[src/rtl/wb_stage.sv]
// wb_stage: MEM/WB pipeline register and writeback formatter for the RV32I pipeline.
// Registers the MEM-stage result and aligns and extends load data. It drives the
// register-file write port, the forwarding taps and the retired-instruction counter.
module wb_stage #(
  parameter int XLEN  = 32,
  parameter int CNT_W = 32
) (
  input  logic             clk,
  input  logic             rst,
  input  logic             mem_valid,
  input  logic [4:0]       mem_rd,
  input  logic             mem_regwrite,
  input  logic [1:0]       mem_wbsel,
  input  logic [XLEN-1:0]  mem_alu_result,
  input  logic [XLEN-1:0]  mem_load_word,
  input  logic [XLEN-1:0]  mem_pc4,
  input  logic [2:0]       mem_funct3,
  input  logic             stall,
  input  logic             flush,
  output logic [4:0]       writereg,
  output logic [XLEN-1:0]  writedata,
  output logic             RegWrite,
  output logic             wb_valid,
  output logic             misalign_err,
  output logic [CNT_W-1:0] instret
);

  // Formats one load. Returns {fault, data}. A fault is a misaligned half or word
  // access, or an undefined size code. Faulting loads return zero data.
  function automatic logic [32:0] format_load(input logic [31:0] word,
                                              input logic [1:0]  a,
                                              input logic [2:0]  f3);
    logic [7:0]  b;
    logic [15:0] h;
    logic [32:0] r;
    r = {1'b0, 32'h0000_0000};
    case (a)
      2'b00:   b = word[7:0];
      2'b01:   b = word[15:8];
      2'b10:   b = word[23:16];
      2'b11:   b = word[31:24];
      default: b = 8'h00;
    endcase
    h = a[1] ? word[31:16] : word[15:0];
    case (f3)
      3'b000: r = {1'b0, {24{b[7]}}, b};
      3'b100: r = {1'b0, 24'h00_0000, b};
      3'b001: begin
        if (a[0]) r = {1'b1, 32'h0000_0000};
        else      r = {1'b0, {16{h[15]}}, h};
      end
      3'b101: begin
        if (a[0]) r = {1'b1, 32'h0000_0000};
        else      r = {1'b0, 16'h0000, h};
      end
      3'b010: begin
        if (a != 2'b00) r = {1'b1, 32'h0000_0000};
        else            r = {1'b0, word};
      end
      default: r = {1'b1, 32'h0000_0000};
    endcase
    return r;
  endfunction

  logic [XLEN-1:0] result_s;
  logic            fault_s;

  // Result select: ALU, formatted load or link value. The reserved code faults.
  always_comb begin
    result_s = {XLEN{1'b0}};
    fault_s  = 1'b0;
    case (mem_wbsel)
      2'b00:   result_s = mem_alu_result;
      2'b01:   {fault_s, result_s} = format_load(mem_load_word, mem_alu_result[1:0], mem_funct3);
      2'b10:   result_s = mem_pc4;
      default: fault_s  = 1'b1;
    endcase
  end

  // WB register. Priority is flush, then stall, then capture. An invalid capture
  // acts as a bubble. A stall suppresses the error pulse so that it never repeats.
  always_ff @(posedge clk or negedge rst) begin
    if (!rst) begin
      writereg     <= 5'd0;
      writedata    <= {XLEN{1'b0}};
      RegWrite     <= 1'b0;
      wb_valid     <= 1'b0;
      misalign_err <= 1'b0;
      instret      <= {CNT_W{1'b0}};
    end else if (flush || (!stall && !mem_valid)) begin
      writereg     <= 5'd0;
      writedata    <= {XLEN{1'b0}};
      RegWrite     <= 1'b0;
      wb_valid     <= 1'b0;
      misalign_err <= 1'b0;
    end else if (stall) begin
      misalign_err <= 1'b0;
    end else begin
      wb_valid     <= 1'b1;
      writereg     <= mem_rd;
      writedata    <= fault_s ? {XLEN{1'b0}} : result_s;
      RegWrite     <= mem_regwrite && !fault_s && (mem_rd != 5'd0);
      misalign_err <= fault_s;
      if (!fault_s) instret <= instret + {{(CNT_W-1){1'b0}}, 1'b1};
    end
  end

endmodule

[config.mk]
export PLATFORM = sky130hd
export DESIGN_NAME = wb_stage
export DESIGN_NICKNAME = d
export VERILOG_FILES = /design/src/rtl/wb_stage.sv
export SDC_FILE = /design/constraint.sdc
export NUM_CORES = 1
export LEC_CHECK = 0
export ABC_AREA = 0
export CAP_MARGIN = 20
export CORE_UTILIZATION = 40
export DETAILED_ROUTE_END_ITERATION = 10
export GPL_TIMING_DRIVEN = 0
export PLACE_DENSITY = 0.82
export SKIP_LAST_GASP = 1
export SLEW_MARGIN = 20
export SYNTH_ARGS = -nofsm -noshare
export SYNTH_HDL_FRONTEND = slang
export SYNTH_SLANG_ARGS = --single-unit
[constraint.sdc]
create_clock -name clk -period 2.4 [get_ports clk]
set_clock_uncertainty 0.15 [all_clocks]
set_input_delay 0.48 -clock clk [delete_from_list [all_inputs] [get_ports clk]]
set_output_delay 0.48 -clock clk [all_outputs]
set_load 0.01 [all_outputs]
# After elaboration in Yosys (flattened, before gate mapping)
# Cells that the tools add are included.
# W data, S select, Z words.
# op_classes
reduce_logical,14
eq_ne,10
add_sub_neg,1
bitwise_logic,3
mux,19
# ops
op,n
$pmux W33 S5,1
$mux W33,3
$mux W32,3
$pmux W32 S3,1
$add A32 B1 Y32 const B,1
$pmux W8 S4,1
$mux W16,1
$mux W5,2
$eq A2 B2 Y1 const B,3
$eq A3 B3 Y1 const B,2
$mux W1,6
$reduce_bool A5 Y1,1
$eq A2 B1 Y1 const B,2
$logic_not A2 Y1,2
$eq A3 B1 Y1 const B,1
$eq A3 B2 Y1 const B,1
$logic_and A1 B1 Y1,3
$logic_not A1 Y1,3
$logic_not A3 Y1,1
$not A1 Y1,3
$reduce_and A3 Y1,1
$ne A2 B1 Y1 const B,1
$pmux W1 S2,1
$reduce_bool A2 Y1,1
2 further kinds,2
# word_totals
elab_cells,53
in_bits,112
register_bits,72

# Longest topological paths before layout
# depth
depth_word,9
depth_mapped,7

# Worst setup path before layout
# Ideal clock, no wire load.
# synth_path
path_kind,input port to flip-flop
start,input mem_alu_result[1]
end,register writedata[21]
setup_ps,126
path_stages,6
setup_slack_ps,338
required_time_ps,2124
arrival_time_ps,1786
path_cell_list,buf_4 mux2_4 a32oi_2 buf_4 a31oi_1 a221o_1
# synth_between
elab_chain_cells,7
elab_cells_between_ends,15
cone_classes,eq/ne (3); mux (10); reduce/logical (2)
# synth_lines
item,line,source
"start, declared",14,"input logic [XLEN-1:0] mem_alu_result,"
$eq A2 B2 Y1 (tied with other cells),37,case (a)
$pmux W8 S4 (tied with other cells),37,
$pmux W33 S5 (*),45,case (f3)
$pmux W32 S3 / $pmux W1 S2 (equally long branches),72,case (mem_wbsel)
$mux W32 (*),101,writedata <= fault_s ? {XLEN{1'b0}} : result_s;
$mux W32 (*),96,end else if (stall) begin
$mux W32 (*),90,end else if (flush || (!stall && !mem_valid)) begin
"end signal, assigned",85,writedata <= {XLEN{1'b0}};
"end signal, assigned",92,writedata <= {XLEN{1'b0}};
"end signal, assigned",101,
"end, declared",21,"output logic [XLEN-1:0] writedata,"
# Every way passes the cells marked *; elsewhere a longest branch is shown, timed or not. The select of a mux whose other input is x is not followed.
# A chain may end at the register's enable or synchronous reset.

# Final worst setup path
# layout_path
start,input flush
end,register instret[26]
# layout_between
elab_chain_cells,3
# layout_lines
item,line,source
"start, declared",19,"input logic flush,"
$logic_or A1 B1 Y1,90,
$not A1 Y1 (no line),--,
$reduce_and A3 Y1 (no line),--,
"end signal, assigned",89,instret <= {CNT_W{1'b0}};
"end signal, assigned",104,"if (!fault_s) instret <= instret + {{(CNT_W-1){1'b0}}, 1'b1};"
"end, declared",25,output logic [CNT_W-1:0] instret
# No other way between the ends.

==> results.sh <==
export IMPL_outcome="complete, no violations"
export IMPL_placed_area_sq_um=6450
export IMPL_ant_nets=0
export IMPL_grt_start_max_net_pins=47
export IMPL_rsz0062_at_grt="true"
export IMPL_vias=4455
export IMPL_cts_sinks=72
export IMPL_synth_fp_nets=548
export IMPL_timing_fmax_ghz=0.436
export IMPL_num_antenna_cells=0
export IMPL_die_area_sq_um=11600
export IMPL_synth_edff_count=0
export IMPL_hold_slack_ns=0.315
export IMPL_worstPathMaxFanout=10
export IMPL_relSlewSlack_pct=50.4
export IMPL_seq_area_frac_synth_pct=40.4
export IMPL_period_needed_ns=2.29
export IMPL_syn_inst=435
export IMPL_power_leakage_uw=0.00279
export IMPL_start_util_pct=41.1
export IMPL_powerDensity_nw_per_um2=463
export IMPL_dp_hpwl_mm=11.1
export IMPL_finalSetupViolCount=0
export IMPL_avgSynthCellArea_sq_um=10.2
export IMPL_final_common_cell="clkdlybuf4s50_1"
export IMPL_cap_violations=0
export IMPL_fin_ws_ns=0.106
export IMPL_r2r_slack_ns=0.21
export IMPL_die_h_microns=108
export IMPL_ys_seq_elements=72
export IMPL_yosysWarningCount=0
export IMPL_grt_ovfl_total=0
export IMPL_drive_above_1_share_pct=14.0
export IMPL_antenna_found_initial=0
export IMPL_power_uw=3110
export IMPL_hold_viol=0
export IMPL_nNetsFinal=742
export IMPL_final_cell_mix="clkdlybuf4s50_1 (178), dfrtp_1 (72), nand3_1 (32)"
export IMPL_grt_pass1_wl_mm=22.3
export IMPL_die_w_microns=108
export IMPL_vdd_ir_drop_max_uv=317
export IMPL_routed_wl_mm=14.1
export IMPL_clock_latency_ns=0.34
export IMPL_ioPinCount=184
export IMPL_critPathLaunchType="input pin"
export IMPL_htree_num_levels=3
export IMPL_finalCritPeriodShare_pct=95.6
export IMPL_async_flop_share_pct=100
export IMPL_grt_pass1_vias=4395
export IMPL_dr_pass1_iters=5
export IMPL_path_clk_slew_ns=0.08
export IMPL_core_sq_um=10800
export IMPL_min_path_type="reg -> reg"
export IMPL_cts_made_buffers=9
export IMPL_drc=0
export IMPL_portBuffers=179
export IMPL_worst_pin_slew_ns=0.744
export IMPL_ys_types=55
export IMPL_drt_iter0_markers=167
export IMPL_worstPathRequired_ns=2.51
export IMPL_wl_per_cell_microns=18.2
export IMPL_grt_usage_pct=24.8
export IMPL_ys_flop_type="dfrtp_1"
export IMPL_syn2layout_area_growth_pct=50.7
export IMPL_viasPerCell=5.76
export IMPL_dpl_worst_slack_ns=-0.422
export IMPL_criticalPathCategory="in -> reg"
export IMPL_fin_tns_setup_ns=0
export IMPL_place_gp_congestion=0.936
export IMPL_cp_arrival_ns=2.40
export IMPL_clk_path_buf_depth=2
export IMPL_cts_tree="built"
export IMPL_slew_violations=0
export IMPL_critPathCaptureType="flop"
export IMPL_synthesis_area_sq_um=4450
export IMPL_std_cell_rows=38
export IMPL_final_area_sq_um=6710
export IMPL_root_buffer="clkbuf_8"
-- stage by stage --
| stage | instances | util (%) |
|---|---|---|
| floorplan | 435 | - |
| global placement | 754 | 59.2 |
| detailed placement | 755 | 59.5 |
| CTS | 772 | 61.6 |
| global route | 774 | 61.9 |
| finish | 774 | 61.9 |
-- path summary, 6_finish.rpt --
path | startpoint | to | cells past startpoint
min in group asynchronous | rst | instret[5]$_DFFE_PN0P_ | 2
worst max register to register | instret[0]$_DFFE_PN0P_ | instret[20]$_DFFE_PN0P_ | 6
worst min register to register | instret[31]$_DFFE_PN0P_ | instret[31]$_DFFE_PN0P_ | 1
worst min-delay path | instret[31]$_DFFE_PN0P_ | instret[31]$_DFFE_PN0P_ | 1
max in group asynchronous | rst | writedata[18]$_DFFE_PN0P_ | 3
worst max-delay path | flush | instret[26]$_DFFE_PN0P_ | 6
-- cell usage after synthesis (3+ instances only) --
cell type	count	area, sq um
and3_1	6	37.5
o32ai_1	6	52.6
xnor2_1	4	35.0
mux2i_1	17	170
nor2b_1	3	18.8
a221o_1	25	250
a31oi_1	18	113
nand2_1	18	67.6
nor4_2	11	138
buf_2	8	40.0
dfrtp_1	72	1800
buf_1	4	15.0
a21oi_1	9	45.0
and2_1	5	31.3
nor3_1	10	50.1
nand4_1	10	62.6
a22oi_1	6	45.0
nor2_1	12	45.0
nor4_1	3	18.8
mux2_2	25	282
a22o_1	5	43.8
inv_1	11	41.3
clkbuf_1	21	78.8
buf_6	3	33.8
nand3_1	32	160
o21ai_0	17	85.1
xor2_1	27	236
nor3b_1	3	22.5
a32oi_1	4	35.0
o211ai_1	6	45.0
and4_1	6	52.6
-- registers in the layout (all words and copies together) (netlist names) --
register	count
RegWrite	1
instret	32
misalign_err	1
wb_valid	1
writedata	32
writereg	5
-- per-layer routing --
| layer | track usage, % | vias to the layer above | wire (microns) |
|---|---|---|---|
| met5 | 0 | - | 0 |
| met4 | 9.49 | 0 | 387 |
| met3 | 5.15 | 30 | 1040 |
| met2 | 41.6 | 200 | 6860 |
| met1 | 31.3 | 2165 | 5790 |
| li1 | - | 2060 | - |
-- critical path, cell delays in order --
cell	delay, ns
clkdlybuf4s50_1	0.53
and4bb_2	0.37
nand2_1	0.20
buf_2	0.29
nor4_2	0.32
xor2_1	0.21
-- what timing repair did --
item	4_1_cts	5_1_grt
pin swaps	0	1
buffers inserted	0	2
gates resized for setup	1	12
hold buffers	1	0
endpoints found under the setup margin	10	30
endpoints found under the hold margin	26	0
-- power breakdown --
group          total, uW  internal [uW]  switching (uW)
Sequential          1330           1270            66.2
Clock               1090            591             494
Combinational        690            394             295
Total               3110           2250             855
-- cells by family (layout without fill, tap and decap cells) --
| kind of cell | Yosys count | count (layout) | share of synthesized area (%) |
|---|---|---|---|
| multiplexers | 44 | 44 | 11.0 |
| AO/OA/AOI/OAI | 105 | 105 | 18.0 |
| flip-flops | 72 | 72 | 40.4 |
| AND/OR/NAND/NOR | 133 | 133 | 19.2 |
| XOR/XNOR | 31 | 31 | 6.10 |
| buffers and inverters | 49 | 248 | 5.03 |
| adder cells (fa/ha/maj) | 1 | 1 | 0.281 |
-- cell type report --
cell class / instances / area (sq um)
clock inverters: 6 / 92.6
inverters: 11 / 41.3
well taps: 140 / 175
fillers: 921 / 4130
repair buffers: 183 / 1840
plain buffers: 38 / 189
multi-input cells: 314 / 2440
clock buffers: 10 / 128
flip-flops and latches: 72 / 1800
No activity file was read; power rests on OpenSTA's default activity.
